===== src/rtl/logic_unit.sv =====
// Single-stage bitwise logic unit with valid/ready handshake, optional accumulator
// feedback as the second operand, registered parity/zero flags and an accepted-op counter.
module logic_unit #(
    parameter int N  = 8,
    parameter int CW = 16
) (
    input  logic          clk,
    input  logic          rst,
    input  logic          in_valid,
    output logic          in_ready,
    input  logic [N-1:0]  a,
    input  logic [N-1:0]  b,
    input  logic [2:0]    op,
    input  logic          acc,
    input  logic          clr_acc,
    input  logic          out_ready,
    output logic          out_valid,
    output logic [N-1:0]  y,
    output logic          parity,
    output logic          zero,
    output logic [CW-1:0] count
);

    // Handshake: a transfer happens on a rising edge where valid and ready are both 1.
    // The upstream side is ready whenever the output register is empty or being drained.

    logic          out_valid_q, out_valid_d;
    logic [N-1:0]  y_q, y_d;
    logic          parity_q, parity_d;
    logic          zero_q, zero_d;
    logic [N-1:0]  acc_q, acc_d;
    logic [CW-1:0] count_q, count_d;

    logic          accept;
    logic [N-1:0]  operand_b;
    logic [N-1:0]  result;

    assign in_ready = !out_valid_q || out_ready;
    assign accept   = in_valid && in_ready;

    // A same-cycle clear is applied before the accumulator is used as an operand.
    always_comb begin
        operand_b = b;
        if (acc) begin
            operand_b = clr_acc ? '0 : acc_q;
        end
    end

    always_comb begin
        result = '0;
        case (op)
            3'b000:  result = a & operand_b;
            3'b001:  result = a | operand_b;
            3'b010:  result = a ^ operand_b;
            3'b011:  result = ~(a ^ operand_b);
            3'b100:  result = ~(a & operand_b);
            3'b101:  result = ~(a | operand_b);
            3'b110:  result = a & ~operand_b;
            default: result = a;
        endcase
    end

    always_comb begin
        out_valid_d = out_valid_q;
        y_d         = y_q;
        parity_d    = parity_q;
        zero_d      = zero_q;
        if (accept) begin
            out_valid_d = 1'b1;
            y_d         = result;
            parity_d    = ^result;
            zero_d      = (result == '0);
        end else if (out_ready) begin
            out_valid_d = 1'b0;
        end
    end

    always_comb begin
        acc_d = acc_q;
        if (clr_acc) begin
            acc_d = '0;
        end
        if (accept && acc) begin
            acc_d = result;
        end
    end

    always_comb begin
        count_d = count_q;
        if (accept) begin
            count_d = count_q + 1'b1;
        end
    end

    always_ff @(posedge clk) begin
        if (rst) begin
            out_valid_q <= 1'b0;
            y_q         <= '0;
            parity_q    <= 1'b0;
            zero_q      <= 1'b0;
            acc_q       <= '0;
            count_q     <= '0;
        end else begin
            out_valid_q <= out_valid_d;
            y_q         <= y_d;
            parity_q    <= parity_d;
            zero_q      <= zero_d;
            acc_q       <= acc_d;
            count_q     <= count_d;
        end
    end

    assign out_valid = out_valid_q;
    assign y         = y_q;
    assign parity    = parity_q;
    assign zero      = zero_q;
    assign count     = count_q;

endmodule

===== config.mk =====
export PLATFORM = sky130hd
export DESIGN_NAME = logic_unit
export DESIGN_NICKNAME = d
export VERILOG_FILES = /design/src/rtl/logic_unit.sv
export SDC_FILE = /design/constraint.sdc
export NUM_CORES = 1
export LEC_CHECK = 0
export ABC_CLOCK_PERIOD_IN_PS = 2120
export BUFFER_PORTS_ARGS = -buffer_cell sky130_fd_sc_hd__clkbuf_2
export CORE_UTILIZATION = 50
export DETAILED_ROUTE_END_ITERATION = 12
export HOLD_SLACK_MARGIN = 0.12
export PLACE_DENSITY = 0.82
export SLEW_MARGIN = 30
export SYNTH_ARGS = -nofsm -noshare
export SYNTH_HDL_FRONTEND = slang
export SYNTH_SLANG_ARGS = --single-unit

===== constraint.sdc =====
create_clock -name clk -period 2.12 [get_ports clk]
set_input_delay 0.106 -clock clk [delete_from_list [all_inputs] [get_ports clk]]
set_output_delay 0.106 -clock clk [all_outputs]
set_load 0.05 [all_outputs]

Yosys cells after proc, flatten, opt, wreduce, memory -nomap -nowiden
Index checks and enable logic that the tools add are counted.

Logic and storage cells: 35. Flip-flop bits (word level): 35. Output and inout port bits: 28. Input port bits: 25.

Mux-type cells: 6. Reductions and logical operators: 8. Add/subtract/negate cells: 1. Equality and inequality tests: 6. Bitwise operators: 8.

Operator list (number): case mux 8 bit (7 select lines) (1); NOT 8 bit (4); 2-to-1 mux 8 bit (3); adder 16 x 1 -> 16 bit, second input constant (1); AND 8 bit (2); == test 3 bit, second input constant (3); logical NOT 8 bit (1); bitwise OR 8 bit (1); XOR reduction 8 bit (1); XOR 8 bit (1); == test 3 x 2 -> 1 bit, second input constant (2); == test 3 x 1 -> 1 bit, second input constant (1); logical NOT 3 bit (1); logical AND 1 bit (2); 2-to-1 mux 1 bit (2); nonzero test 2 bit (1); logical NOT 1 bit (1); logical OR 1 bit (1).

Depth between registers and ports, before layout
Depth in word-level cells: 6. Depth in mapped cells: 13. Gate-level depth less buffers: 12.

Worst setup path before layout
OpenSTA, ideal clock, no wires.

Path type: register to register. Start point: register acc_q[7]. End point: register parity_q (netlist: parity). Clock period less this slack: 2.360 ns. Arrival time: 2.275 ns. Slack: -0.240 ns. Buffers on the path: 0. Stages on the path, launching flop included: 13. Data required time: 2.034 ns. Setup time: 0.086 ns. Cell sequence: dfxtp_1 > and3b_1 > nor2_1 > inv_1 > ha_1 > xor2_1 > a221o_1 > nand2_1 > and2_1 > ha_1 > xnor2_1 > xnor2_1 > a211oi_1.

Longest elaborated chain between the ends: 6. Elaborated cells between the ends (all ways): 12. Classes of those cells: 3 x mux; 8 x bitwise; 1 x reduce/logical.

Ends and longest elaborated chain: start, declared (line 31) `logic [N-1:0] acc_q, acc_d;`; start signal, assigned (line 101) `acc_q <= '0;`; start signal, assigned (line 108) `acc_q <= acc_d;`; 2-to-1 mux 8 bit *; 2-to-1 mux 8 bit * (line 44) `if (acc) begin`; NOT 8 bit, or another cell as far along (line 58) `3'b110: result = a & ~operand_b;`; AND 8 bit, or another cell as far along (line 58); case mux 8 bit (7 select lines) * (line 51) `case (op)`; XOR reduction 8 bit * (line 71) `parity_d = ^result;`; end signal, assigned (line 106) `parity_q <= parity_d;`; end, declared (line 29) `logic parity_q, parity_d;`.

Every way passes the cells marked *; elsewhere a longest branch is shown, timed or not. A chain may end at the register's enable or synchronous reset.

Final worst setup path
Start point: register acc_q[6]. End point: register parity_q (netlist: parity).

The elaborated chain is that of the path after synthesis.

==> results.cfg <==
[synth]
synth_top_family_by_area = simple AND/OR/NAND/NOR gates
ys_ff_latch = 35
ys_async_sr_fraction = 0
synth_warnings = 0
synthMuxAreaShare = 0.0461
ys.flop_type = dfxtp_1
syn_area_um2 = 2470
synth_compound_area_frac = 0.211
yosys.area_share.simple = 0.271
synth_nets = 330
synth_edf_count = 0
netlist_top_cells_area = dfxtp_1 (28%), ha_1 (6.6%), nor2_1 (4.3%)
synth.distinct_cells = 47
syn-instance-count = 292
synthAdderAreaFrac = 0.0659
synth_top_area_cell = dfxtp_1
synth_xor_area_frac = 0.0568
synth_top_area_frac = 0.284
ys_seq_area_frac = 0.284
syn_avg_cell_area_um2 = 8.45

[grt]
grt_pass1_vias = 2188
overflow = 0
antenna_found_initial = 0
grt_max_degree = 39
grt_usage = 0.237
grt_pass1_wl_um = 9900

[sta]
fin_crit_sh = 1.15
skew_ns = 0.0117
layout_setup_ws_ns = -0.326
setup_violations = 4
relSlewSlack = 0.498
period_needed_ns = 2.45
worst_pin_slew_ns = 0.754
grt_setup_unrepaired = true
hold_viol = 0
max_freq_ghz = 0.409
maxSlewViolCount = 0

[cells_and_area]
drive_above_1_share = 0.359
seq_area_um2 = 703
multiInputGateArea_um2 = 1730
layout-area-overhead-vs-synth_pct = 30.2
nFillCells = 359
finalCoreUtilization = 0.680
nNetsFinal = 410
n_antenna_cell = 0

[worst_setup_path]
critPathLaunch = acc_q[6]
crit_type = reg2reg
crit_fanout = 2
end_kind = flop
crit_top_cell = ha_4
path_buf_inv = 1
startpoint_type = flop
crit_family = simple AND/OR/NAND/NOR gates
cp_slowest_cell = a221o_1
path_cells = and3b_1 -> nor2_2 -> inv_2 -> ha_4 -> xor2_1 -> a221o_1 -> nand2_2 -> and2_4 -> ha_4 -> xnor2_2 -> xnor2_1 -> a211oi_2
worstPathArrival_ns = 2.64
critPathMaxStageDelay_ns = 0.35
r2r-start = acc_q[6]
crit_required_ns = 2.31

[floorplan]
die_h_um = 72.3
die_w_um = 72.3
initial_core_util = 0.523
ios = 53
die_area_um2 = 5220
rows = 25
core_region_area_um2 = 4720

[outcome]
status = complete, but fails checks
violations = negative setup slack

[clock_tree]
htree_levels = 2
cts.path.max_buffers = 2
clkLatencyLatePin_ns = 0.28
cts_sinks = 35
clk_pin_slew_worst_paths_ns = 0.08
cts_buffers = 5
cts_tree = yes
cts_root_buffer = clkbuf_8

[power_and_ir_drop]
combPwrFrac = 0.352
p_sw_frac = 0.334
intPower_mw = 1.21
seq_power_share = 0.391
clockPowerShare = 0.257
p_leak_nw = 1.47
p_sw_mw = 0.608
p_per_area_nw_per_um2 = 566
peakVddDrop_mv = 0.441

[drt]
drc_errors = 0
wl_per_cell_um = 14.6
avgViaCountPerCell = 5.66
first_iter_violations = 156
postRouteWirelength_um = 6410
via_count = 2490
first_pass_iters = 4
ant_nets = 0

[flow_run]
maxCapViolations = 0

[placement]
dp_hpwl_um = 4480
portBuffers = 52
finalWeightedCongestion = 0.895
dp_slack_ns = -0.458

[min_path]
min_path_type = in2reg
min-delay-start = out_ready
-- cell usage after synthesis, types with 6 or more instances --
library cell / count
and2_1: 8
nor2_1: 28
nand3_1: 12
buf_2: 6
dfxtp_1: 35
a21oi_1: 10
mux2i_1: 8
ha_1: 13
o21bai_1: 6
nand2_1: 12
clkbuf_1: 8
nor2b_1: 14
o211ai_1: 8
and3b_1: 8
a32oi_1: 6
xor2_1: 12
inv_1: 12
a31oi_1: 6
a221o_1: 8
a311oi_1: 8
or3_1: 10
-- routing by layer --
metal | global-route usage | up-vias | wire, um
met5 | 0 | - | 0
met4 | 0.0959 | 0 | 162
met3 | 0.0417 | 16 | 277
met2 | 0.393 | 79 | 3200
met1 | 0.306 | 1156 | 2770
li1 | - | 1239 | -
-- flip-flops by register name, indices dropped and copies added, names as in the netlist --
| register | flops |
|---|---|
| count | 16 |
| acc_q | 8 |
| y | 8 |
| out_valid | 1 |
| parity | 1 |
| zero | 1 |
-- worst paths after layout --
kind | end | slack [ns] | cells after the start
setup / recovery | parity | -0.33 | 12
hold / removal | out_valid | 0.34 | 3
setup reg to reg | parity | -0.33 | 12
hold reg to reg | zero | 0.50 | 2
-- kinds of logic (layout without fill, tap and decap cells) --
| kind of cell | Yosys count | count (layout) |
|---|---|---|
| adders and majority gates | 13 | 13 |
| and+or+nand+nor | 117 | 117 |
| DFF | 35 | 35 |
| xor gates and xnor gates | 16 | 16 |
| muxes | 11 | 11 |
| AOI/OAI and AO/OA | 68 | 68 |
| buffers and inverters | 32 | 113 |
-- worst reg2reg max path: cells and delay by family, from the launching register on --
kind | cells | cell delay, ns
XOR/XNOR | 3 | 0.43
adder cells (fa/ha/maj) | 2 | 0.41
flip-flops | 1 | 0.33
AND/OR/NAND/NOR | 4 | 0.57
buffers and inverters | 1 | 0.06
AO/OA/AOI/OAI | 2 | 0.56
-- power by group through the flow --
| stage | combinational [mW] | sequential (mW) | clock, mW |
|---|---|---|---|
| final | 0.640 | 0.711 | 0.467 |
| after global routing | 0.690 | 0.715 | 0.503 |
| after CTS | 0.556 | 0.711 | 0.474 |
| after detailed placement | 0.534 | 0.726 | 0 |
| after global placement | 0.520 | 0.725 | 0 |
| after floorplan | 0.289 | 0.803 | 0 |
-- metrics by stage --
| step | setup TNS, ns | area (um2) | power (mW) | hold slack [ns] | cells |
|---|---|---|---|---|---|
| 2_1_floorplan | -0.144 | 2470 | 1.09 | 0.235 | 292 |
| 3_3_place_gp | -0.524 | 2940 | 1.25 | 0.396 | 424 |
| 3_5_place_dp | -0.640 | 2940 | 1.26 | 0.405 | 424 |
| 4_1_cts | -0.857 | 3090 | 1.74 | 0.331 | 439 |
| 5_1_grt | -1.41 | 3210 | 1.91 | 0.388 | 440 |
| 6_report | -0.948 | 3210 | 1.82 | 0.340 | 440 |
-- layout by cell type (no fill, tap or decap), types with 5 or more instances in the layout --
cell      instances
mux2i_1           8
a31oi_1           6
inv_1            11
o21bai_1          6
and3b_1           8
a21oi_1          10
buf_4            40
a311oi_1          7
o211ai_1          8
nor2b_1          14
a221o_1           8
a32oi_1           6
clkbuf_2         52
o21ai_0           5
and2_4            6
ha_1              9
nand2b_1          5
nand3_1          12
or3_1            10
dfxtp_1          33
clkbuf_8          5
nand2_1           9
xor2_1           12
nor2_1           23
nor2_2            5
-- area by class of cell --
class / count / area share
Multi-Input combinational cell: 225 / 0.537
Sequential cell: 35 / 0.219
Timing Repair Buffer: 93 / 0.178
Tap cell: 67 / 0.0261
Clock buffer: 6 / 0.0226
Inverter: 12 / 0.0140
Clock inverter: 2 / 0.00389
-- what timing repair did --
action	in CTS	in global routing
pin swaps	0	7
setup endpoints to repair	2	4
hold buffers	1	0
gates resized for setup	1	25
setup buffers	6	1
endpoints found under the hold margin	1	0
No activity file was read; power rests on OpenSTA's default activity.
